--- src/rtl/mem_ctrl.sv ---
// rtl/mem_ctrl.sv - IF/LSB arbiter and byte-serial sequencer for the external memory port
// DC has strict priority; each requester owns one pending slot that is bypassed when the port is idle.
module mem_ctrl (
  input  logic        clk,
  input  logic        rst,
  input  logic        en,
  input  logic        iROB_Mp,
  input  logic        iIF_En,
  input  logic [31:0] iIF_Add,
  output logic        oIF_En,
  output logic [31:0] oIF_Dat,
  input  logic        iDC_En,
  input  logic        iDC_Rw,
  input  logic [2:0]  iDC_Len,
  input  logic [31:0] iDC_Add,
  input  logic [31:0] iDC_Dat,
  output logic        oDC_En,
  output logic [31:0] oDC_Dat,
  input  logic [7:0]  mem_din,
  output logic [7:0]  mem_dout,
  output logic [31:0] mem_a,
  output logic        mem_wr,
  input  logic        io_buffer_full
);

  typedef enum logic [1:0] {IDLE, READ, WRITE} state_t;
  state_t state;

  logic        if_pv;
  logic [31:0] if_pa;
  logic        dc_pv, dc_prw, dc_pq;
  logic [2:0]  dc_plen;
  logic [31:0] dc_pa, dc_pd;

  logic        owner_dc, quiet, io_w, wr_q;
  logic [2:0]  len, cnt;
  logic [31:0] rbuf, wdat;

  logic        take_dc, take_if, g_rw, g_q;
  logic [2:0]  g_len;
  logic [31:0] g_a, g_d;
  logic        stall;
  logic [2:0]  cnt_m1;
  logic [31:0] rd_word;

  // Under a flush only a committed (write) pending store may still be granted.
  always_comb begin
    take_dc = iROB_Mp ? (dc_pv && dc_prw) : (dc_pv || iDC_En);
    take_if = !take_dc && !iROB_Mp && (if_pv || iIF_En);
    g_rw    = dc_pv ? dc_prw  : iDC_Rw;
    g_len   = dc_pv ? dc_plen : iDC_Len;
    g_d     = dc_pv ? dc_pd   : iDC_Dat;
    g_a     = take_dc ? (dc_pv ? dc_pa : iDC_Add) : (if_pv ? if_pa : iIF_Add);
    g_q     = dc_pv && (dc_pq || iROB_Mp);
  end

  assign stall  = (state == WRITE) && io_w && io_buffer_full;
  assign mem_wr = wr_q && en && !stall;

  always_comb begin
    cnt_m1  = cnt - 3'd1;
    rd_word = rbuf;
    rd_word[{cnt_m1[1:0], 3'b000} +: 8] = mem_din;
  end

  always_ff @(posedge clk or negedge rst) begin
    if (!rst) begin
      state    <= IDLE;
      if_pv    <= 1'b0;
      if_pa    <= '0;
      dc_pv    <= 1'b0;
      dc_prw   <= 1'b0;
      dc_pq    <= 1'b0;
      dc_plen  <= '0;
      dc_pa    <= '0;
      dc_pd    <= '0;
      owner_dc <= 1'b0;
      quiet    <= 1'b0;
      io_w     <= 1'b0;
      wr_q     <= 1'b0;
      len      <= '0;
      cnt      <= '0;
      rbuf     <= '0;
      wdat     <= '0;
      mem_a    <= '0;
      mem_dout <= '0;
      oIF_En   <= 1'b0;
      oIF_Dat  <= '0;
      oDC_En   <= 1'b0;
      oDC_Dat  <= '0;
    end else if (en) begin
      oIF_En  <= 1'b0;
      oDC_En  <= 1'b0;
      oIF_Dat <= '0;
      oDC_Dat <= '0;

      if (iROB_Mp || (state == IDLE && take_if)) begin
        if_pv <= 1'b0;
      end else if (iIF_En) begin
        if_pv <= 1'b1;
        if_pa <= iIF_Add;
      end

      if (state == IDLE && take_dc) begin
        dc_pv <= 1'b0;
      end else if (iROB_Mp) begin
        if (!dc_prw) dc_pv <= 1'b0;
        dc_pq <= 1'b1;
      end else if (iDC_En) begin
        dc_pv   <= 1'b1;
        dc_prw  <= iDC_Rw;
        dc_plen <= iDC_Len;
        dc_pa   <= iDC_Add;
        dc_pd   <= iDC_Dat;
        dc_pq   <= 1'b0;
      end

      case (state)
        IDLE: begin
          if (take_dc || take_if) begin
            owner_dc <= take_dc;
            len      <= take_dc ? g_len : 3'd4;
            cnt      <= '0;
            rbuf     <= '0;
            mem_a    <= g_a;
            quiet    <= take_dc && g_q;
            io_w     <= (g_a[17:16] == 2'b11);
            if (take_dc && g_rw) begin
              state    <= WRITE;
              wr_q     <= 1'b1;
              mem_dout <= g_d[7:0];
              wdat     <= g_d >> 8;
            end else begin
              state <= READ;
              wr_q  <= 1'b0;
            end
          end
        end
        // cnt counts edges since grant; byte cnt-1 is on mem_din at each edge from the second on.
        READ: begin
          if (iROB_Mp) begin
            state <= IDLE;
            mem_a <= '0;
          end else begin
            if (cnt != 3'd0) rbuf <= rd_word;
            if (cnt == len) begin
              state <= IDLE;
              mem_a <= '0;
              if (owner_dc) begin
                oDC_En  <= 1'b1;
                oDC_Dat <= rd_word;
              end else begin
                oIF_En  <= 1'b1;
                oIF_Dat <= rd_word;
              end
            end else begin
              cnt   <= cnt + 3'd1;
              mem_a <= (cnt + 3'd1 < len) ? mem_a + 32'd1 : '0;
            end
          end
        end
        WRITE: begin
          if (iROB_Mp) quiet <= 1'b1;
          if (!stall) begin
            if (cnt + 3'd1 == len) begin
              state    <= IDLE;
              wr_q     <= 1'b0;
              mem_a    <= '0;
              mem_dout <= '0;
              oDC_En   <= !(quiet || iROB_Mp);
            end else begin
              cnt      <= cnt + 3'd1;
              mem_a    <= mem_a + 32'd1;
              mem_dout <= wdat[7:0];
              wdat     <= wdat >> 8;
            end
          end
        end
        default: state <= IDLE;
      endcase
    end
  end

endmodule

--- config.mk ---
export PLATFORM = sky130hd
export DESIGN_NAME = mem_ctrl
export DESIGN_NICKNAME = d
export VERILOG_FILES = /design/src/rtl/mem_ctrl.sv
export SDC_FILE = /design/constraint.sdc
export NUM_CORES = 1
export LEC_CHECK = 0
export CORE_MARGIN = 2
export CORE_UTILIZATION = 55
export CTS_BUF_LIST = sky130_fd_sc_hd__clkbuf_2 sky130_fd_sc_hd__clkbuf_4 sky130_fd_sc_hd__clkbuf_8
export DETAILED_ROUTE_END_ITERATION = 7
export PLACE_DENSITY = 0.92
export RECOVER_POWER = 50
export SLEW_MARGIN = 20
export SYNTH_ARGS = -nofsm -noshare
export SYNTH_HDL_FRONTEND = slang
export SYNTH_SLANG_ARGS = --single-unit
--- constraint.sdc ---
create_clock -name clk -period 3.3 [get_ports clk]
set_input_delay 0.495 -clock clk [delete_from_list [all_inputs] [get_ports clk]]
set_output_delay 0.495 -clock clk [all_outputs]
set_load 0.02 [all_outputs]
==> impl_metrics.yaml <==
critical_path:
  r2r_slack_ns: 0.19
  r2r_end: "mem_a[29]"
  rr_worst_depth: 7
  cp-start-kind: "flop"
  path_class: "reg -> reg"
  worst_setup_path_end_kind: "flop"
  cp_max_fo: 38
  required_ns: 3.72
  arrival_ns: 3.53
  rr_startpoint: "dc_pv"
synth:
  synth_cells: 1371
  synthArstFlopShare_pct: 100.0
  seq_area_frac_synth_pct: 49.62
  yosysTopAreaCell: "dfrtp_1"
  yosys.area.top_type_share_pct: 49.62
  synth.distinct_cells: 55
  synth_compound_area_share_pct: 17.16
  synth_simple_gate_area_share_pct: 12.89
  synth_edf_count: 0
  synth_area_leaders: "dfrtp_1, mux2_2, mux2i_1, nand2_1, o2bb2ai_1"
  synthFlopType: "dfrtp_1"
  netlist_area_sq_um: 13970
  synthAdderAreaFrac_pct: 1.343
  synth_area_per_cell_sq_um: 10.19
  synth_xor_area_share_pct: 0.1881
  synth_top_family_by_area: "compound AO/OA/AOI/OAI gates"
  muxShareOfSynthArea_pct: 13.93
  syn_nets: 1501
  ys_ff_latch: 277
  yosysWarnings: 0
die:
  coreArea_sq_um: 25040
  die_area_sq_um: 26690
  die_w_microns: 163.4
  start_util_pct: 55.80
  io_pins: 222
  num_rows: 58
  die_h_microns: 163.4
placed_design:
  dp_slack_ns: 0.2559
  gp_congestion: 0.9150
  io_buffers: 221
  dp_hpwl_microns: 27520
  placed_cells: 1855
routing:
  ant_nets: 0
  wl_per_cell_microns: 20.66
  wl_microns: 40060
  remaining_drc_errors: 0
  vias: 11900
  drtIter0Drc: 1288
  dr.pass1.iters: 5
  via_per_inst: 6.137
finish:
  layout_commonest_cell: "dfrtp_1"
  nets: 1703
  instances_no_fill: 1939
  syn_to_final_growth_pct: 24.87
  final_util_pct: 69.68
  fillers: 1866
  diodes: 0
  layout_common_cells: "dfrtp_1, clkdlybuf4s50_1, nand2_1, mux2_2, o21ai_0"
  drive_above_1_share_pct: 14.98
cts:
  cts_tree: "yes"
  clkSlewWorstSetupHoldPaths_ns: 0.07
  cts-buffers-inserted: 45
  htree_num_levels: 2
  cts_hold_buf: 1
  cts_buffer_depth: 3
  clk_latency_ns: 0.55
  cts_resized: 0
  cts_setup_buffers: 0
  cts_num_sinks: 277
  clockRootBuffer: "clkbuf_8"
global_route:
  grt.total_usage_pct: 30.12
  grt_pass1_wl_microns: 63310
  grt_pass1_vias: 11540
  grt_max_degree: 88
  antenna_found_initial: 0
  overflow: 0
power:
  leakagePower_nw: 7.259
  max-vdd-ir-drop_mv: 0.4926
  power_density_nw_per_um2: 775.2
timing:
  worst_slew_pin_slew_ns: 1.664
  period_needed_ns: 3.115
  whs_ns: 0.4796
  finalMaxSlewViolations: 69
  rsz0062_at_grt: "false"
  setup_slack_ns: 0.1853
  finalSetupTns_ns: 0
  fmax_ghz: 0.3211
  hold_viol: 0
  final-setup-viol-count: 0
  slew_headroom_pct: -10.96
  finClkSkew_ns: 0.02893
  fin_crit_sh_pct: 94.39
hold_path:
  min_to: "oDC_Dat[30]"
  whs_path_depth: 1
  hp-start: "oDC_Dat[30]"
  min_path_type: "reg -> reg"
status:
  outcome: "finished, violations left"
  violations: "capacitance limit, slew limit"
run:
  drv_cap: 2
## flip-flops by register name, summed over array words and instances (netlist names)
name	cells
owner_dc	1
dc_pq	1
io_w	1
wdat	24
dc_pa	32
dc_plen	3
if_pv	1
mem_a	32
if_pa	32
oDC_Dat	32
len	3
oDC_En	1
oIF_Dat	32
dc_pd	32
dc_prw	1
wr_q	1
dc_pv	1
quiet	1
cnt	3
mem_dout	8
rbuf	32
state	2
oIF_En	1
## metrics by stage
stage / instance area (sq um) / power, W
after floorplan: 13970 / 0.008481
after global placement: 16520 / 0.01004
after detailed placement: 16520 / 0.01030
after CTS: 17510 / 0.01352
after global routing: 17440 / 0.01427
final: 17440 / 0.01352
## critical path, stage by stage (launching register included)
cell	delay (ns)
dfrtp_4	0.44
buf_4	0.40
nor2_1	0.14
clkbuf_1	0.36
a2111oi_0	1.16
a211o_1	0.20
o41ai_1	0.07
a22o_1	0.19
## per-layer routing
layer	wire length, microns	vias up	global-route usage [%]
li1	-	5353	-
met5	0	-	0
met4	1414	0	11.06
met2	18660	608	46.95
met3	3203	96	4.774
met1	16780	5843	42.82
## worst max path at each step
stage          slack, ns         to    from  cells after the start
2_1_floorplan       0.77  mem_a[30]  cnt[0]                      9
3_3_place_gp        0.36  mem_a[31]  iDC_En                      7
3_5_place_dp        0.26  mem_a[30]  iDC_En                      6
4_1_cts             0.32  mem_a[26]  cnt[0]                      9
5_1_grt             0.12  mem_a[30]  cnt[0]                      9
6_report            0.19  mem_a[29]   dc_pv                      7
## where the power goes
| part | internal, W | switching (W) | total (W) |
|---|---|---|---|
| clock network | 0.00179 | 0.00140 | 0.00319 |
| logic | 0.00215 | 0.00284 | 0.00499 |
| registers | 0.00446 | 0.000878 | 0.00534 |
| total | 0.00841 | 0.00511 | 0.0135 |
## layout make-up
type                       instances  area, sq um  area share [%]
clock buffer                      69        880.8           5.050
clock inverter                    14        98.84          0.5666
inverter                          71        266.5           1.528
multi-input combinational        922         6376           36.55
sequential                       277         6935           39.76
tap                              330        412.9           2.367
timing repair buffer             256         2474           14.18
## synth_stat cells (3+ instances only)
cell       count
dfrtp_1      277
nand2_1      154
mux2_2       114
o21ai_0       96
clkbuf_1      71
inv_1         71
mux2i_1       65
a21oi_1       62
o2bb2ai_1     59
nor2_1        47
nor2b_1       47
nand3_1       38
nor3_1        25
buf_2         22
a211oi_1      19
o31ai_1       17
a22o_1        15
ha_1          15
a2111oi_0     12
o22ai_1       11
nand4_1       10
o32ai_1       10
a31oi_1        9
nand2b_1       9
nor4_1         9
a211o_1        7
a21o_1         7
and3_1         7
o32a_1         7
buf_1          6
or3_1          6
a221o_1        5
and4_1         4
or4_1          4
and2_1         3
o31a_1         3
o41ai_1        3
xor2_1         3
## cell families after synthesis
group           count (synthesis)
compound gates                352
buf+inv                       172
flops                         277
fa+ha+maj                      15
simple gates                  372
mux                           180
xor+xnor                        3
No activity file was read; power rests on OpenSTA's default activity.
